==> src/rtl/nukv_pkg.sv <==
// Shared types and helpers for the NUKV hash-table read-command issuer.
// Source ids double as bit positions in the arbiter request/grant vectors.
package nukv_pkg;

    typedef enum logic [1:0] {
        ST_IDLE   = 2'd0,
        ST_ISSUE  = 2'd1,
        ST_OUTPUT = 2'd2
    } state_t;

    localparam int SRC_INPUT    = 0;
    localparam int SRC_FEEDBACK = 1;

    localparam logic RR_LAST_INPUT    = 1'b0;
    localparam logic RR_LAST_FEEDBACK = 1'b1;

    function automatic int way_slice_width(input int hash_width, input int num_ways);
        return hash_width / num_ways;
    endfunction

    function automatic int way_cnt_width(input int num_ways);
        return (num_ways > 1) ? $clog2(num_ways) : 1;
    endfunction

endpackage

==> src/rtl/nukv_rr_arb2.sv <==
// Two-requester arbiter (input vs feedback) producing a one-hot grant.
// Either strict feedback priority, or alternation when both request.
module nukv_rr_arb2
    import nukv_pkg::*;
(
    input  logic [1:0] req,
    input  logic       prio_mode,
    input  logic       rr_last,
    output logic [1:0] grant
);

    always_comb begin
        grant = 2'b00;
        if (req[SRC_FEEDBACK] &&
            (prio_mode || !req[SRC_INPUT] || (rr_last == RR_LAST_INPUT))) begin
            grant[SRC_FEEDBACK] = 1'b1;
        end else if (req[SRC_INPUT]) begin
            grant[SRC_INPUT] = 1'b1;
        end
    end

endmodule

==> src/rtl/nukv_ht_read_nway.sv <==
// Hash-table read-command issuer: captures one request, issues NUM_WAYS bucket reads,
// then forwards the captured word. Handshakes: a transfer happens on a clock edge where valid && ready.
module nukv_ht_read_nway
    import nukv_pkg::*;
#(
    parameter int KEY_WIDTH         = 128,
    parameter int META_WIDTH        = 96,
    parameter int HASHADDR_WIDTH    = 64,
    parameter int MEMADDR_WIDTH     = 21,
    parameter int NUM_WAYS          = 2,
    parameter int FEEDBACK_PRIORITY = 0,
    parameter int CMD_WIDTH         = 32
) (
    input  logic                                            clk,
    input  logic                                            rst,
    input  logic [HASHADDR_WIDTH+KEY_WIDTH+META_WIDTH-1:0] input_data,
    input  logic                                            input_valid,
    output logic                                            input_ready,
    input  logic [HASHADDR_WIDTH+KEY_WIDTH+META_WIDTH-1:0] feedback_data,
    input  logic                                            feedback_valid,
    output logic                                            feedback_ready,
    output logic [HASHADDR_WIDTH+KEY_WIDTH+META_WIDTH-1:0] output_data,
    output logic                                            output_valid,
    input  logic                                            output_ready,
    output logic [CMD_WIDTH-1:0]                            rdcmd_data,
    output logic                                            rdcmd_valid,
    input  logic                                            rdcmd_ready,
    output logic [31:0]                                     stat_lookups
);

    localparam int DW      = HASHADDR_WIDTH + KEY_WIDTH + META_WIDTH;
    localparam int SLICE_W = way_slice_width(HASHADDR_WIDTH, NUM_WAYS);
    localparam int WCW     = way_cnt_width(NUM_WAYS);
    localparam logic [WCW-1:0] LAST_WAY = WCW'(NUM_WAYS - 1);

    state_t          state;
    state_t          state_nxt;
    logic [DW-1:0]   hold;
    logic [DW-1:0]   sel_data;
    logic [WCW-1:0]  way_cnt;
    logic [WCW-1:0]  way_nxt;
    logic            rr_last;
    logic [31:0]     stat_cnt;
    logic [1:0]      grant;
    logic            accept;
    logic            cmd_fire;
    logic            out_fire;
    logic            last_way;

    // Bucket address of one way: a fixed slice of the hash, zero-extended to the command width.
    function automatic logic [CMD_WIDTH-1:0] way_cmd(input logic [DW-1:0] word,
                                                     input logic [WCW-1:0] idx);
        logic [HASHADDR_WIDTH-1:0] hash;
        logic [CMD_WIDTH-1:0]      cmd;
        hash = word[DW-1 -: HASHADDR_WIDTH];
        cmd  = '0;
        cmd[MEMADDR_WIDTH-1:0] = hash[int'(idx)*SLICE_W +: MEMADDR_WIDTH];
        return cmd;
    endfunction

    nukv_rr_arb2 u_arb (
        .req       ({feedback_valid, input_valid}),
        .prio_mode (FEEDBACK_PRIORITY != 0),
        .rr_last   (rr_last),
        .grant     (grant)
    );

    assign sel_data     = grant[SRC_FEEDBACK] ? feedback_data : input_data;
    assign last_way     = (way_cnt == LAST_WAY);
    assign way_nxt      = last_way ? '0 : way_cnt + 1'b1;
    assign cmd_fire     = rdcmd_valid && rdcmd_ready;
    assign out_fire     = output_valid && output_ready;
    assign stat_lookups = stat_cnt;

    always_comb begin
        state_nxt      = state;
        input_ready    = 1'b0;
        feedback_ready = 1'b0;
        accept         = 1'b0;
        case (state)
            ST_IDLE: begin
                input_ready    = grant[SRC_INPUT];
                feedback_ready = grant[SRC_FEEDBACK];
                accept         = |grant;
                if (accept) state_nxt = ST_ISSUE;
            end
            ST_ISSUE: begin
                if (cmd_fire && last_way) state_nxt = ST_OUTPUT;
            end
            ST_OUTPUT: begin
                if (out_fire) state_nxt = ST_IDLE;
            end
            default: state_nxt = ST_IDLE;
        endcase
    end

    always_ff @(posedge clk or posedge rst) begin
        if (rst) state <= ST_IDLE;
        else     state <= state_nxt;
    end

    always_ff @(posedge clk or posedge rst) begin
        if (rst) begin
            hold         <= '0;
            way_cnt      <= '0;
            rr_last      <= RR_LAST_FEEDBACK;
            output_data  <= '0;
            output_valid <= 1'b0;
            rdcmd_data   <= '0;
            rdcmd_valid  <= 1'b0;
            stat_cnt     <= '0;
        end else begin
            case (state)
                ST_IDLE: begin
                    if (accept) begin
                        hold        <= sel_data;
                        rr_last     <= grant[SRC_FEEDBACK] ? RR_LAST_FEEDBACK : RR_LAST_INPUT;
                        stat_cnt    <= stat_cnt + 32'd1;
                        rdcmd_data  <= way_cmd(sel_data, WCW'(0));
                        rdcmd_valid <= 1'b1;
                        way_cnt     <= '0;
                    end
                end
                ST_ISSUE: begin
                    // Output is only raised once the final command has been taken.
                    if (cmd_fire) begin
                        if (last_way) begin
                            rdcmd_valid  <= 1'b0;
                            output_data  <= hold;
                            output_valid <= 1'b1;
                        end else begin
                            way_cnt    <= way_nxt;
                            rdcmd_data <= way_cmd(hold, way_nxt);
                        end
                    end
                end
                ST_OUTPUT: begin
                    if (out_fire) output_valid <= 1'b0;
                end
                default: ;
            endcase
        end
    end

endmodule

==> config.mk <==
export PLATFORM = sky130hd
export DESIGN_NAME = nukv_ht_read_nway
export DESIGN_NICKNAME = d
export VERILOG_FILES = /design/src/rtl/nukv_pkg.sv /design/src/rtl/nukv_rr_arb2.sv /design/src/rtl/nukv_ht_read_nway.sv
export SDC_FILE = /design/constraint.sdc
export NUM_CORES = 1
export LEC_CHECK = 0
export BUFFER_PORTS_ARGS = -buffer_cell sky130_fd_sc_hd__buf_4
export CAP_MARGIN = 15
export CORE_AREA = 2 2 368 370
export CTS_BUF_LIST = sky130_fd_sc_hd__clkbuf_4
export CTS_CLUSTER_SIZE = 20
export DETAILED_ROUTE_END_ITERATION = 16
export DIE_AREA = 0 0 370 372
export HOLD_SLACK_MARGIN = 0.03
export PLACE_DENSITY = 0.45
export SETUP_SLACK_MARGIN = 0.05
export SLEW_MARGIN = 5
export SYNTH_ARGS = -nofsm -noshare
export SYNTH_HDL_FRONTEND = slang
export SYNTH_HIERARCHICAL = 1
export SYNTH_SLANG_ARGS = --single-unit
==> constraint.sdc <==
create_clock -name clk -period 23.3 [get_ports clk]
set_clock_uncertainty 0.05 [all_clocks]
set_input_delay 1.165 -clock clk [delete_from_list [all_inputs] [get_ports clk]]
set_output_delay 1.165 -clock clk [all_outputs]
set_load 0.005 [all_outputs]
Word-level counts from Yosys, hierarchy flattened
Cells that the tools add are included.
Storage, ports and cells
  register bits after elaboration: 646
  input port bits: 582
  logic and storage cells: 68
Cells by class
  add/sub/neg operators: 2
  eq/ne operators: 9
  shift-type cells: 1
  muxes and demuxes: 29
  bitwise operators: 1
  reductions and logical operators: 17
Operator list (count)
  two-way mux 288 bit: 1
  two-way mux 32 bit: 3
  one-hot mux 32 bit (2 select lines): 1
  variable part select 64 x 7 -> 21 bit: 1
  adder 32 x 1 -> 32 bit (second input constant): 1
  two-way mux 1 bit: 17
  != test 2 bit (second input constant): 7
  AND reduction 4 bit: 3
  AND reduction 3 bit: 3
  two-way mux 2 bit: 3
  one-hot mux 1 bit (2 select lines): 3
  one-hot mux 2 bit (3 select lines): 1
  logical AND 1 bit: 4
  nonzero test 2 bit: 2
  equality test 2 x 1 -> 1 bit (second input constant): 1
  equality test 2 bit (second input constant): 1
  zero test 2 bit: 1
  AND reduction 2 bit: 1
  OR reduction 2 bit: 1
  adder 1 bit (second input constant): 1
  zero test 1 bit: 1
  logical OR 1 bit: 1
  inverter 1 bit: 1

Logic depth before layout (Yosys ltp)
Gate-level depths: netlist of the first run.
  depth in word-level cells: 8
  depth in mapped cells: 9
  depth with buffers taken out: 7

Hierarchy
Netlist of the first run, hierarchy kept.
By module, submodules not included
  nukv_ht_read_nway: times used 1, cells each 2128, area each 26807.0 um^2
  nukv_rr_arb2: times used 1, cells each 4, area each 30.0 um^2

Worst setup path before layout of the first run
No wires, ideal clock.
  path type: in2out
  start point: in feedback_valid
  end point: out feedback_ready
  arrival: 2.020 ns
  setup slack: 20.065 ns
  stages on the path: 5
  path buffers: 2
  cell sequence: inv_1 > a21oi_1 > buf_2 > buf_4 > and2_1
On the way
  longest elaborated chain between the ends: 3
Ends and longest elaborated chain
  start, declared: RTL line nukv_ht_read_nway.sv:20  | input logic feedback_valid,
  logical AND 1 bit: RTL line nukv_rr_arb2.sv:14  | if (req[SRC_FEEDBACK] &&
  two-way mux 1 bit: RTL line nukv_rr_arb2.sv:14
  net grant[1]: RTL line nukv_ht_read_nway.sv:44  | logic [1:0] grant;
  two-way mux 1 bit: RTL line nukv_ht_read_nway.sv:80  | case (state)
  end, declared: RTL line nukv_ht_read_nway.sv:21  | output logic feedback_ready,
The timed path passes the listed nets, and every way through them passes these cells.

Worst setup path in the final report of the first run
  start point: reg rr_last
  end point: reg hold[73]
On the way
  longest elaborated chain between the ends: 7
  elaborated cells between the ends (all ways): 9
  those cells by class: mux: 4; bitwise: 1; reduce/logical: 4
Ends and longest elaborated chain
  start, declared: RTL line nukv_ht_read_nway.sv:42  | logic rr_last;
  start signal, assigned: RTL line nukv_ht_read_nway.sv:117  | rr_last <= grant[SRC_FEEDBACK] ? RR_LAST_FEEDBACK : RR_LAST_INPUT;
  inverter 1 bit *: RTL line nukv_rr_arb2.sv:15  | (prio_mode || !req[SRC_INPUT] || (rr_last == RR_LAST_INPUT))) begin
  logical OR 1 bit *: RTL line nukv_rr_arb2.sv:15
  logical AND 1 bit *: RTL line nukv_rr_arb2.sv:14
  two-way mux 1 bit *: RTL line nukv_rr_arb2.sv:14
  net grant[1]: RTL line nukv_ht_read_nway.sv:44
  OR reduction 2 bit: RTL line nukv_ht_read_nway.sv:84  | accept = |grant;
  two-way mux 1 bit: RTL line nukv_ht_read_nway.sv:80
  AND reduction 2 bit (no line)
  end signal, assigned: RTL line nukv_ht_read_nway.sv:116  | hold <= sel_data;
  end, declared: RTL line nukv_ht_read_nway.sv:38  | logic [DW-1:0] hold;
Mark *: on every way through the listed nets, which the timed path passes. The rest lies on a longest branch.
A chain may end at the register's enable or synchronous reset.

==> results of run 1 <==
==> stage by stage <==
stage / total power [mW] / area (um^2) / std cells
6_report: 4.540 / 37790 / 5049
5_1_grt: 4.909 / 37780 / 5047
4_1_cts: 4.667 / 37760 / 5040
3_5_place_dp: 3.593 / 35500 / 4727
3_3_place_gp: 3.563 / 35500 / 4727
2_1_floorplan: 2.699 / 26880 / 2143
==> repair_timing <==
action / 4_1_cts / 5_1_grt
hold endpoints to repair: 79 / 0
buffers inserted: 0 / 0
hold buffers: 1 / 0
==> routing by layer <==
metal | global-route usage | wire length (um) | vias up
li1 | - | - | 9536
met1 | 0.1661 | 40050 | 9527
met2 | 0.2228 | 47090 | 701
met3 | 0.04176 | 6661 | 133
met4 | 0.04722 | 2193 | 6
met5 | 0 | 44 | -
==> worst max-delay path, cell delays in order (launching register included) <==
cell and delay (ps):
dfstp_2 370, nor2b_4 130, a21oi_4 180, buf_4 620
buf_4 670, buf_4 790, buf_4 890, mux2i_1 300
o21ai_0 100
==> synthesized netlist by cell type, types with 2 or more instances <==
cell | instances | share of area
clkbuf_1 | 39 | 0.0055
a21o_1 | 3 | 0.00084
and4_1 | 3 | 0.00098
xnor2_1 | 23 | 0.0075
inv_1 | 5 | 0.00070
buf_6 | 14 | 0.0059
a21oi_1 | 3 | 0.00056
mux2_2 | 289 | 0.12
nand4_1 | 11 | 0.0026
xor2_1 | 7 | 0.0023
dfrtp_1 | 634 | 0.59
nand3_1 | 14 | 0.0026
buf_2 | 81 | 0.015
nand2_1 | 313 | 0.044
and3_1 | 4 | 0.00093
nor3_1 | 3 | 0.00056
mux2i_1 | 330 | 0.12
mux2_1 | 20 | 0.0084
nor2_1 | 15 | 0.0021
nor2b_1 | 2 | 0.00047
buf_4 | 15 | 0.0042
o21ai_0 | 291 | 0.054
==> sequential cells by signal, summed over array words and instances, names as in the netlist <==
signal / flops
rdcmd_data: 21
output_valid: 1
hold: 288
rr_last: 1
last_way: 1
state: 2
stat_lookups: 32
rdcmd_valid: 1
output_data: 288
==> path summary, 6_finish.rpt <==
| check | startpoint | to | slack (ps) | cells after the start |
|---|---|---|---|---|
| max in group asynchronous | rst | hold[181]$_DFFE_PP0P_ | 19360 | 6 |
| worst max register to register | rr_last$_DFFE_PP1P_ | hold[73]$_DFFE_PP0P_ | 18900 | 8 |
| worst max-delay path | rr_last$_DFFE_PP1P_ | hold[73]$_DFFE_PP0P_ | 18900 | 8 |
| worst min register to register | hold[135]$_DFFE_PP0P_ | output_data[135]$_DFFE_PP0P_ | 390 | 1 |
| min in group asynchronous | rst | output_data[274]$_DFFE_PP0P_ | 620 | 3 |
| worst min-delay path | input_data[70] | hold[70]$_DFFE_PP0P_ | 270 | 3 |
==> power groups by stage <==
stage                     Combinational, mW  Sequential (mW)  Clock, mW
after CTS                              1.65             1.93       1.09
final                                  1.59             1.92       1.03
after global placement                 1.63             1.93          0
after global routing                   1.76             1.99       1.15
after floorplan                       0.846             1.85          0
after detailed placement               1.65             1.94          0
==> area by class of cell <==
type / count / area [um^2] / area share
diodes: 9 / 22.52 / 0.0005960
clock buffers: 260 / 1952 / 0.05166
clock inverters: 52 / 299.0 / 0.007914
inverters: 5 / 26.28 / 0.0006954
multi-input cells: 1353 / 10180 / 0.2693
flip-flops and latches: 635 / 15890 / 0.4206
well taps: 1781 / 2228 / 0.05897
repair buffers: 954 / 7189 / 0.1903
==> cell families (layout without fill, tap and decap cells) <==
group,after synthesis,after routing
xor gates and xnor gates,30,30
AOI/OAI and AO/OA,300,300
DFF,635,635
other,1,21
buffers and inverters,155,1271
muxes,639,639
adders and majority gates,1,1
and+or+nand+nor,371,371
==> out/results.txt, run 1 <==
critical path arrival = 5330 ps
Req. time, crit path = 24230 ps
critical path class = reg -> reg
most frequent cells in the layout = buf_4, dfrtp_1, mux2i_1, nand2_1, o21ai_0
initial antenna violation count = 10
Final Cycle Share = 0.1887
syn avg cell area = 12.59 um^2
max-cap viol count = 0
share of cells above drive strength 1 = 0.4692
clock sinks = 635
Final Hold Fails = 0
PwrDens = 120.1 nW/um^2
gpl congestion = 0.7612
EDFF count, synth = 0
Final Core Density = 0.2814
actual slew at the worst max-slew pin = 1048 ps
clock buffer depth = 3
DRT Wirelength = 96040 um
drt first pass iters = 4
proportion of synthesized area in mux cells = 0.2527
ys flop type = dfrtp_1
NetSw = 1.577 mW
Core ar. = 134300 um^2
Leakage = 18.53 nW
Setup crit start kind = register
maximum vdd drop = 45.30 uV
initial core utilization = 0.1999
TritonCTS clock tree = yes
max_slew headroom = 0.3014
DP Worst Slack = 17990 ps
H-Tree Depth = 4
internal power = 2.963 mW
Netlist Area Pre-Place = 26840 um^2
Synth cell types = 35
asr flop ratio synth = 1.000
crit end category = register
xor and xnor area share after synthesis = 0.009791
Iter 0 DRT Violations = 810
Reg power frac = 0.422
Synth Area in Compound Gates = 0.05660
sequential-to-total area share from yosys stat = 0.5921
post-synthesis adder-cell area fraction = 0.0004662
Final Max Tran Viols = 0
Synth Instances = 2132
Post-Synth Simple-Gate Area = 0.05665
RSZ-0062 raised after global routing = false
largest family of logic cells by synthesized area = multiplexers
Syn. warnings = 6
antenna viol nets, final = 0
Peak Freq = 227.4 MHz
die height = 372 um
number of global-route vias before repair = 20461
total number of vias = 19903
Post-layout nets = 3719
FF+latch count, synth = 635
smallest hold slack = 269.1 ps
total I/O pin count = 938
pin count of the biggest net entering global routing = 193
via/cell ratio = 3.942
first-pass GRT wire length = 136600 um
fill count = 14240
CTS resizes = 0
combinational power share = 0.351
setup_tns = 0 ps
row count = 135
GRT Util Overall = 0.1350
area grow syn2layout = 40.80%
Switching Fraction = 0.3474
worst setup margin = 18900 ps
Die W = 370 um
outcome = completed
largest fanout on the critical path = 55
clock root cell = clkbuf_4
die area = 137600 um^2
final setup fails = 0
# port buffers = 926
Routed WL per cell = 19.02 um
Clk pwr share = 0.227
hpwl dp = 71930 um
Worst Hold Class = in -> reg
TritonCTS buffer count = 187
CTS clk-pin slew, worst paths = 60 ps
fin crit period = 4397 ps
grt total ovfl = 0
# DRC = 0
Skew-Pair Late Insertion Delay = 1100 ps
commonest non-fill, non-tap cell in the layout = buf_4
(Power assumes the default switching activity.)
==> run 2: changes to the inputs <==
- CORE_AREA: 2 2 368 370 -> 2 2 365 367
- DIE_AREA: 0 0 370 372 -> 0 0 367 369
- PLACE_DENSITY: 0.45 -> 0.47
- clock period: 23.3 -> 3.8 ns (I/O delays scaled with it)
==> run 2 against run 1 <==
The run now fails in 4_1_cts. Synthesized cell count is the same. Area after synthesis unchanged.
==> out/results.txt, run 2 <==
Hold Buf Count CTS = 1011 (was 1)
postcts setup bufs = 0 (unchanged)
top-count cell post-synth = dfrtp_1 (unchanged)
Syn. warnings = 6 (unchanged)
Synth cell types = 35 (unchanged)
clock root cell = clkbuf_4 (unchanged)
hpwl dp = 76210 um (was 71930 um)
Post-Synth Simple-Gate Area = 0.05665 (unchanged)
Yosys top cell area share = 0.5912 (unchanged)
Synth Area in Compound Gates = 0.05660 (unchanged)
FF+latch count, synth = 635 (unchanged)
asr flop ratio synth = 1.000 (unchanged)
CTS resizes = 0 (unchanged)
proportion of synthesized area in mux cells = 0.2527 (unchanged)
# port buffers = 926 (unchanged)
row count = 133 (was 135)
initial core utilization = 0.2047 (was 0.1999)
DP Cell Count = 4725 (was 4727)
outcome = aborted with a tool error (was completed)
total I/O pin count = 938 (unchanged)
Synth area leader = dfrtp_1 (unchanged)
clock sinks = 635 (unchanged)
largest family of logic cells by synthesized area = multiplexers (unchanged)
Synth area leaders = dfrtp_1, mux2i_1, mux2_2, o21ai_0, nand2_1 (unchanged)
Netlist Area Pre-Place = 26840 um^2 (unchanged)
placed cell area = 35830 um^2 (was 35500 um^2)
die height = 369 um (was 372 um)
syn avg cell area = 12.59 um^2 (unchanged)
xor and xnor area share after synthesis = 0.009791 (unchanged)
EDFF count, synth = 0 (unchanged)
clock buffer depth = 3 (unchanged)
Die W = 367 um (was 370 um)
Stopped at = 4_1_cts
sequential-to-total area share from yosys stat = 0.5921 (unchanged)
Commonest cells post-synth = dfrtp_1, mux2i_1, nand2_1, o21ai_0, mux2_2 (unchanged)
H-Tree Depth = 4 (unchanged)
TritonCTS buffer count = 185 (was 187)
gpl congestion = 0.8077 (was 0.7612)
ys flop type = dfrtp_1 (unchanged)
Synth Instances = 2132 (unchanged)
post-synthesis adder-cell area fraction = 0.0004662 (unchanged)
Err = [ERROR RSZ-0060] Max buffer count reached.
==> run 2: cell counts after synthesis <==
Identical to the previous run, type by type.
==> run 2: logic make-up after synthesis <==
logic type,after synthesis
adder cells (fa/ha/maj),1
XOR/XNOR,30
flip-flops,635
multiplexers,639
other,1
buffers and inverters,155
AND/OR/NAND/NOR,371
AO/OA/AOI/OAI,300
==> run 2: stage by stage <==
stage / setup TNS, ps / hold WS (ps) / setup slack, ps
global placement: 0 / 339.5 / 1314
floorplan: -3243660 / 305.3 / -5112
detailed placement: 0 / 340.4 / 1271
==> run 3: changes to the inputs <==
- CORE_AREA: 2 2 365 367 -> 2 2 362 364
- CTS_BUF_LIST: sky130_fd_sc_hd__clkbuf_4 -> unset
- CTS_CLUSTER_SIZE: 20 -> unset
- DIE_AREA: 0 0 367 369 -> 0 0 364 366
- HOLD_SLACK_MARGIN: 0.03 -> unset
- PLACE_DENSITY: 0.47 -> unset
- PLACE_DENSITY_LB_ADDON: unset -> 0.15
- SETUP_SLACK_MARGIN: 0.05 -> unset
- clock period: 3.8 -> 4.9 ns (I/O delays scaled with it)
==> run 3 against run 2 <==
The run now ends clean.
==> out/results.txt, run 3 (synthesized netlist as in run 1, its figures left out) <==
Leakage = 21.03 nW
PwrDens = 527.7 nW/um^2
TritonCTS clock tree = yes
die area = 133200 um^2
die height = 366 um (was 369 um)
pin count of the biggest net entering global routing = 135
Routed WL per cell = 18.49 um
Iter 0 DRT Violations = 879
critical path class = reg -> reg
internal power = 15.74 mW
commonest non-fill, non-tap cell in the layout = buf_4
via/cell ratio = 3.989
initial core utilization = 0.2081 (was 0.2047)
Post-layout nets = 4200
Worst Hold Class = in -> reg
total power = 23.29 mW
Final Hold Fails = 0
most frequent cells in the layout = buf_4, dfrtp_1, dlygate4sd3_1, mux2i_1, nand2_1
Final Max Tran Viols = 0
NetSw = 7.554 mW
CTS clk-pin slew, worst paths = 60 ps
row count = 132 (was 133)
final setup fails = 0
Reg power frac = 0.385
critical path arrival = 3860 ps
H-Tree Depth = 3 (was 4)
Skew-Pair Late Insertion Delay = 640 ps
clock buffer depth = 3 (unchanged)
total I/O pin count = 938 (unchanged)
GRT Util Overall = 0.1474
antenna viol nets, final = 0
grt total ovfl = 0
# port buffers = 926 (unchanged)
crit end category = register
Final Core Density = 0.3422
Core ar. = 129000 um^2
actual slew at the worst max-slew pin = 1193 ps
Peak Freq = 293.4 MHz
clock sinks = 635 (unchanged)
number of global-route vias before repair = 23314
drt first pass iters = 4
Req. time, crit path = 5350 ps
initial antenna violation count = 4
DRT Wirelength = 100200 um
Clk pwr share = 0.259
CTS resizes = 0 (unchanged)
total number of vias = 21623
gpl congestion = 0.7786 (was 0.8077)
clock root cell = clkbuf_16 (was clkbuf_4)
Switching Fraction = 0.3243
Setup crit start kind = register
outcome = completed (was aborted with a tool error)
combinational power share = 0.356
first-pass GRT wire length = 149400 um
Die W = 364 um (was 367 um)
hpwl dp = 72770 um (was 76210 um)
fin crit period = 3409 ps
Final Cycle Share = 0.6956
area grow syn2layout = 64.46%
largest fanout on the critical path = 61
postcts setup bufs = 0 (unchanged)
share of cells above drive strength 1 = 0.3782
maximum vdd drop = 283.2 uV
# DRC = 0
max-cap viol count = 0
max_slew headroom = 0.2047
RSZ-0062 raised after global routing = false
TritonCTS buffer count = 80 (was 185)
## run 3: final cells by class
class / count / area (um^2)
Antenna cell: 1 / 2.502
Clock buffer: 122 / 2432
Clock inverter: 21 / 261.5
Fill cell: 13034 / 84850
Inverter: 5 / 22.52
Multi-Input combinational cell: 1353 / 10180
Sequential cell: 635 / 15890
Tap cell: 1742 / 2180
Timing Repair Buffer: 1542 / 13170
## run 3: critical path: stages (launching register included)
cell	delay, ps
dfstp_2	370
nor2b_4	130
a21oi_4	230
buf_12	330
buf_4	950
mux2i_1	270
dlygate4sd3_1	570
o21ai_0	70
## run 3: path summary, 6_finish.rpt
kind	start	to	slack (ps)	cells after the start
worst max-delay path	rr_last$_DFFE_PP1P_	hold[41]$_DFFE_PP0P_	1490	7
worst min-delay path	feedback_data[252]	hold[252]$_DFFE_PP0P_	10	3
worst max register to register	rr_last$_DFFE_PP1P_	hold[41]$_DFFE_PP0P_	1490	7
worst min register to register	hold[175]$_DFFE_PP0P_	hold[175]$_DFFE_PP0P_	420	2
max in group asynchronous	rst	hold[92]$_DFFE_PP0P_	3200	5
min in group asynchronous	rst	stat_lookups[21]$_DFFE_PP0P_	270	3
## run 3: power by group through the flow
stage	logic (mW)	registers [mW]	clock network [mW]
after detailed placement	7.93	9.09	0
after global routing	9.15	9.33	6.50
after global placement	7.89	9.05	0
final	8.29	8.96	6.03
after floorplan	4.02	8.81	0
after CTS	8.49	9.01	6.28
## run 3: stage by stage
| step | cell area (um^2) | worst slack, ps | cells | hold WS (ps) | setup TNS [ps] |
|---|---|---|---|---|---|
| after global placement | 35670 | 2012 | 4700 | 406.9 | 0 |
| after floorplan | 26880 | -4067 | 2143 | 360.3 | -2580080 |
| after detailed placement | 35670 | 2003 | 4700 | 411.9 | 0 |
| after global routing | 44140 | 1365 | 5421 | 49.11 | 0 |
| final | 44140 | 1491 | 5421 | 11.55 | 0 |
| after CTS | 44130 | 1526 | 5420 | 3.021 | 0 |
## run 3: routing by layer
layer  global-route usage  vias to the layer above  wire length, um
li1                     -                    10387                -
met1               0.1732                    10433            40570
met2               0.2506                      647            48750
met3              0.03903                      156             6765
met4              0.06543                        0             4163
met5                    0                        -                0
## run 3: repair_timing
action	CTS	global route
hold buffers	577	0
endpoints found under the hold margin	326	0
endpoints found under the setup margin	0	0
